===== src/rtl/decode_stage.sv =====
// decode_stage: registered, handshaked instruction decoder.
// Accepts one instruction per cycle from fetch, optionally fetches an operand
// from the data port, and holds the decoded class flags, source/condition
// flags and a WIDTH-bit right-hand operand for execute until it is consumed.
module decode_stage #(
   parameter int WIDTH      = 16,
   parameter int DATA_WIDTH = 8
) (
   input  logic                  clk,
   input  logic                  rst,
   input  logic                  flush,
   input  logic                  in_valid,
   output logic                  in_ready,
   input  logic [WIDTH-1:0]      inst,
   output logic                  data_req,
   input  logic                  data_valid,
   input  logic [DATA_WIDTH-1:0] data,
   output logic                  out_valid,
   input  logic                  out_ready,
   output logic [WIDTH-1:0]      rhs,
   output logic                  op_nop,
   output logic                  op_out_lo,
   output logic                  op_load,
   output logic                  op_add,
   output logic                  op_store,
   output logic                  op_branch,
   output logic                  op_if,
   output logic                  op_illegal,
   output logic                  src_imm,
   output logic                  src_ram,
   output logic                  if_zero,
   output logic                  if_not_zero,
   output logic                  if_else,
   output logic                  if_not_else
);

   typedef enum logic [1:0] {
      IDLE  = 2'd0,
      FETCH = 2'd1,
      FULL  = 2'd2
   } state_t;

   // Decoded fields held for execute. cls is one-hot, bit 7 = nop down to
   // bit 0 = illegal; ifs is {zero, not_zero, else, not_else}. hi remembers
   // whether a fetched operand lands in the upper byte.
   typedef struct packed {
      logic [7:0]       cls;
      logic             src_imm;
      logic             src_ram;
      logic [3:0]       ifs;
      logic             hi;
      logic [WIDTH-1:0] rhs;
   } dec_t;

   state_t     state_q, state_d;
   dec_t       dec_q, dec_d;
   dec_t       new_dec;
   logic       new_fetch;
   logic       accept;
   logic       inst_unused;

   // Only the low 16 bits of the instruction carry meaning.
   assign inst_unused = ^inst;

   // Decode one 16-bit instruction word; a data-port operand is filled in later.
   function automatic dec_t decode(input logic [15:0] i);
      dec_t r;
      r = '0;
      if (i[15:8] == 8'h00) begin
         r.cls[7] = 1'b1;
      end else if (i[15:8] == 8'h08) begin
         r.cls[6] = 1'b1;
      end else if (i[15:11] inside {5'b10000, 5'b10001, 5'b10010}) begin
         case (i[15:11])
            5'b10000: r.cls[5] = 1'b1;
            5'b10001: r.cls[4] = 1'b1;
            default:  r.cls[3] = 1'b1;
         endcase
         if (i[10]) begin
            r.src_ram = 1'b1;
            r.rhs     = WIDTH'(i[7:0]);
         end else begin
            r.src_imm = 1'b1;
            r.hi      = i[8];
            if (!i[9]) begin
               r.rhs = i[8] ? (WIDTH'(i[7:0]) << 8) : WIDTH'(i[7:0]);
            end
         end
      end else if (i[15:11] == 5'b11000) begin
         r.cls[2] = 1'b1;
         r.rhs    = {{(WIDTH-11){i[10]}}, i[10:0]};
      end else if (i[15:11] == 5'b11110 && i[10:5] == 6'd0 && i[3:1] == 3'd0) begin
         // Legal conditions are 0x000/0x001/0x010/0x011: bit 4 picks the
         // zero/else family, bit 0 picks the negated form.
         r.cls[1] = 1'b1;
         r.ifs    = {~i[4] & ~i[0], ~i[4] & i[0], i[4] & ~i[0], i[4] & i[0]};
      end else begin
         r.cls[0] = 1'b1;
      end
      return r;
   endfunction

   // Load/add/store with source mode 010 or 011 take their operand from data.
   function automatic logic needs_fetch(input logic [15:0] i);
      return (i[15:11] inside {5'b10000, 5'b10001, 5'b10010}) && (i[10:9] == 2'b01);
   endfunction

   // Position a fetched operand in the low or high byte lane of rhs.
   function automatic logic [WIDTH-1:0] place_data(input logic [DATA_WIDTH-1:0] d,
                                                   input logic hi);
      logic [WIDTH-1:0] z;
      z = WIDTH'(d);
      return hi ? (z << 8) : z;
   endfunction

   assign new_dec   = decode(inst[15:0]);
   assign new_fetch = needs_fetch(inst[15:0]);

   assign in_ready  = !rst && !flush &&
                      ((state_q == IDLE) || ((state_q == FULL) && out_ready));
   assign accept    = in_valid && in_ready;

   assign out_valid = (state_q == FULL);
   assign data_req  = (state_q == FETCH);

   assign rhs         = dec_q.rhs;
   assign op_nop      = dec_q.cls[7];
   assign op_out_lo   = dec_q.cls[6];
   assign op_load     = dec_q.cls[5];
   assign op_add      = dec_q.cls[4];
   assign op_store    = dec_q.cls[3];
   assign op_branch   = dec_q.cls[2];
   assign op_if       = dec_q.cls[1];
   assign op_illegal  = dec_q.cls[0];
   assign src_imm     = dec_q.src_imm;
   assign src_ram     = dec_q.src_ram;
   assign if_zero     = dec_q.ifs[3];
   assign if_not_zero = dec_q.ifs[2];
   assign if_else     = dec_q.ifs[1];
   assign if_not_else = dec_q.ifs[0];

   // Next-state and held-field update; flush abandons whatever is in flight.
   always_comb begin
      state_d = state_q;
      dec_d   = dec_q;
      if (flush) begin
         state_d = IDLE;
      end else begin
         case (state_q)
            IDLE: begin
               if (accept) begin
                  dec_d   = new_dec;
                  state_d = new_fetch ? FETCH : FULL;
               end
            end
            FETCH: begin
               if (data_valid) begin
                  dec_d.rhs = place_data(data, dec_q.hi);
                  state_d   = FULL;
               end
            end
            FULL: begin
               if (out_ready) begin
                  if (accept) begin
                     dec_d   = new_dec;
                     state_d = new_fetch ? FETCH : FULL;
                  end else begin
                     state_d = IDLE;
                  end
               end
            end
            default: state_d = IDLE;
         endcase
      end
   end

   // State and decoded-field registers.
   always_ff @(posedge clk) begin
      if (rst) begin
         state_q <= IDLE;
         dec_q   <= '0;
      end else begin
         state_q <= state_d;
         dec_q   <= dec_d;
      end
   end

endmodule


===== config.mk =====
export PLATFORM = sky130hd
export DESIGN_NAME = decode_stage
export DESIGN_NICKNAME = d
export VERILOG_FILES = /design/src/rtl/decode_stage.sv
export SDC_FILE = /design/constraint.sdc
export NUM_CORES = 1
export LEC_CHECK = 0
export ABC_AREA = 1
export CORE_MARGIN = 1
export CORE_UTILIZATION = 53
export CTS_BUF_LIST = sky130_fd_sc_hd__clkbuf_8
export DETAILED_ROUTE_END_ITERATION = 7
export GPL_ROUTABILITY_DRIVEN = 0
export PLACE_DENSITY = 0.95
export SKIP_CTS_REPAIR_TIMING = 1
export SYNTH_ARGS = -nofsm -noshare
export SYNTH_HDL_FRONTEND = slang
export SYNTH_SLANG_ARGS = --single-unit
export TNS_END_PERCENT = 30

===== constraint.sdc =====
create_clock -name clk -period 2.04 [get_ports clk]
set_input_delay 0.408 -clock clk [delete_from_list [all_inputs] [get_ports clk]]
set_output_delay 0.408 -clock clk [all_outputs]
set_load 0.01 [all_outputs]

==> results of run 1 <==
-- how the worst min path moves through the flow --
stage / from / end / cells after the start
2_1_floorplan: dec_q[16]$_SDFFE_PP0P_ / dec_q[16]$_SDFFE_PP0P_ / 2
5_1_grt: op_if$_SDFFE_PP0P_ / op_if$_SDFFE_PP0P_ / 2
3_5_place_dp: if_else$_SDFFE_PP0P_ / if_else$_SDFFE_PP0P_ / 2
4_1_cts: if_else$_SDFFE_PP0P_ / if_else$_SDFFE_PP0P_ / 2
6_report: if_else$_SDFFE_PP0P_ / if_else$_SDFFE_PP0P_ / 2
3_3_place_gp: op_if$_SDFFE_PP0P_ / op_if$_SDFFE_PP0P_ / 2
-- Yosys cell counts, types with 4 or more instances --
cell type	count	area, um2
nand2_1	79	297
inv_1	49	184
clkbuf_1	4	15.0
buf_4	17	128
buf_6	5	56.3
nor3_1	8	40.0
nor2_4	5	56.3
inv_2	4	15.0
o21ai_0	4	20.0
dfxtp_1	33	661
nand4_1	10	62.6
nor2_1	58	218
nand3_1	28	140
a21oi_1	30	150
-- cell families after synthesis --
kind of cell,Yosys count,share of synthesized area
buffers and inverters,81,0.193
and+or+nand+nor,192,0.407
DFF,33,0.313
AOI/OAI and AO/OA,36,0.0866
-- metal layers --
layer	share of wire	vias up
li1	-	1176
met1	0.41	1033
met2	0.50	103
met3	0.063	22
met4	0.030	0
met5	0	-
-- cell type report --
type                       count  area, um2
fill                         321        908
tap                           48       60.1
timing repair buffer          82        788
sequential                    33        661
clock inverter                 3       13.8
multi-input combinational    228       1040
inverter                      54        203
clock buffer                   5       68.8
-- worst register-to-register path, delay by kind of cell, from the launching register on --
family                 cells  cell delay (ns)
and+or+nand+nor            6             0.81
buffers and inverters      3             0.44
AOI/OAI and AO/OA          1             0.05
DFF                        1             0.35
-- report_power, final --
| group | switching [mW] | internal, mW | total (mW) | leakage, nW |
|---|---|---|---|---|
| Combinational | 0.134 | 0.129 | 0.263 | 0.960 |
| Sequential | 0.00776 | 0.659 | 0.667 | 0.267 |
| Clock | 0.250 | 0.231 | 0.481 | 0.0491 |
| Total | 0.391 | 1.02 | 1.41 | 1.28 |
==> run metrics, run 1 <==
status=complete, no violations; maximum number of pins on one net before global-route repair=22; fin crit share=0.945; area of the core=0.00374 mm2; standby leakage power=1.28 nW; worst setup path end=data_req; total buffers and inverters traversed by the critical path=2; Yosys cell types=22; non-filler cells in the finished layout=453; hold violation total from the final report=0; commonest cells after routing, fill and taps aside=nand2_1 (79), clkdlybuf4s50_1 (60), nor2_1 (58), inv_1 (50), dfxtp_1 (33); mean post-synth cell area=6.16 um2; count of TritonRoute iterations in the first routing pass=4; count of antenna-violating nets left after detailed routing=0; Slew @ Worst Pin=0.339 ns; overall fraction of global-route tracks in use=0.281; post-placement cell count=445; quantity of I/O buffers inserted on ports=62; total grt overflow=0; TritonCTS Buffers=5; R2R setup slack=0.29 ns; vias=2334; setup total negative slack=0 ns; flip-flop count of the largest register, all copies and words added=16; max-capacitance violation count=0; launching point of the worst reg2reg path=state_q[0]$_SDFFE_PP0P_; Crit Path Max Fanout=6; clk_lat worst skew=0.29 ns; Largest stage delay, worst path=0.59 ns; most instantiated flip-flop cell in the synthesis netlist=dfxtp_1; Async SR Flop Fraction=0; clock slew at reported path FFs=0.07 ns; unrepaired setup endpoints after global routing=false; netlist area before placement=0.00211 mm2; number of enable-type register cells in the synthesized netlist=0; layout overhead on the synthesized area=34.5%; most frequent standard cell in the layout excluding fill and tap cells=nand2_1; post-route setup slack=0.113 ns; Max Clock Freq=519 MHz; CP Class=reg2out; Worst Path Arrival=1.52 ns; antenna violations before repair=0; Max VDD drop=0.000351 V; relative slew slack=0.774; cells after synthesis=342; CTS H-tree depth=2; type of element launching the critical path=register; placed cell area=0.00275 mm2; boundary pin count=63; clock tree from TritonCTS=done; number of vias per cell after detailed routing=5.15; number of flip-flops and latches in the synthesized netlist=33; Die Footprint=0.00423 mm2; Slowest-stage cell, CP=clkdlybuf4s50_1; iteration-0 DRC count of the detailed router=139; CP Capture Type=primary output; grt met2 use=0.510; antenna fix cells=0; Die Span X=65.1 um; number of design rule violations left after detail routing=0; Setup crit start=state_q[0]$_SDFFE_PP0P_; starting density of the core=0.563; met3 Track Usage GR=0.0616; number of nets at the end of the flow=434; met1 track demand over resource in global routing=0.315; layer with the highest usage after global routing=met2; Vert. Die Dim=65.1 um; clk sinks=33; power per cell area=497 mW/mm2; post-route standard cell area excluding fillers=0.00284 mm2; class of the worst hold path=reg2reg; cell count along the critical path=3; first-pass GRT wire length=9140 um; count of final max-slew check failures=0; cell depth of the worst flop-to-flop path=10; pre-CTS setup slack=-0.0634 ns; total number of yosys warnings=0; sequential cell area fraction in the yosys report=0.313; post-DR wirelength/cell=12.2 um; root buffer cell=clkbuf_8; via count of the first global-routing pass=2165; Clock Path Buffers=2; number of placement rows=22; Final setup viols=0; Synthesized Nets=372; layout cells sized above 1=0.0963; critical-path cell list=inv_2 > nor2_4 > clkdlybuf4s50_1; minimum clock period after layout=1.93 ns; WL final=5510 um; Worst Clk Skew=0.00535 ns; Data required, critical path=1.63 ns; final core utilization=0.757; Hold WS=0.467 ns; endpoint of the worst-slack reg-to-reg timing path=rhs[0]$_SDFFE_PP0P_; Overall Power=1.41 mW; Post-DP HPWL=4230 um; Largest delay share family, worst path=buffers and inverters
Power figures use the tool's default switching activity.
==> run 2: changes to the inputs <==
--- a/config.mk
+++ b/config.mk
@@ -10,7 +10,6 @@
 export CORE_UTILIZATION = 53
 export CTS_BUF_LIST = sky130_fd_sc_hd__clkbuf_8
 export DETAILED_ROUTE_END_ITERATION = 7
-export GPL_ROUTABILITY_DRIVEN = 0
 export PLACE_DENSITY = 0.95
 export SKIP_CTS_REPAIR_TIMING = 1
 export SYNTH_ARGS = -nofsm -noshare
==> results of run 2 <==
Same layout as run 1: the final DEF is identical, and so are final timing and power.
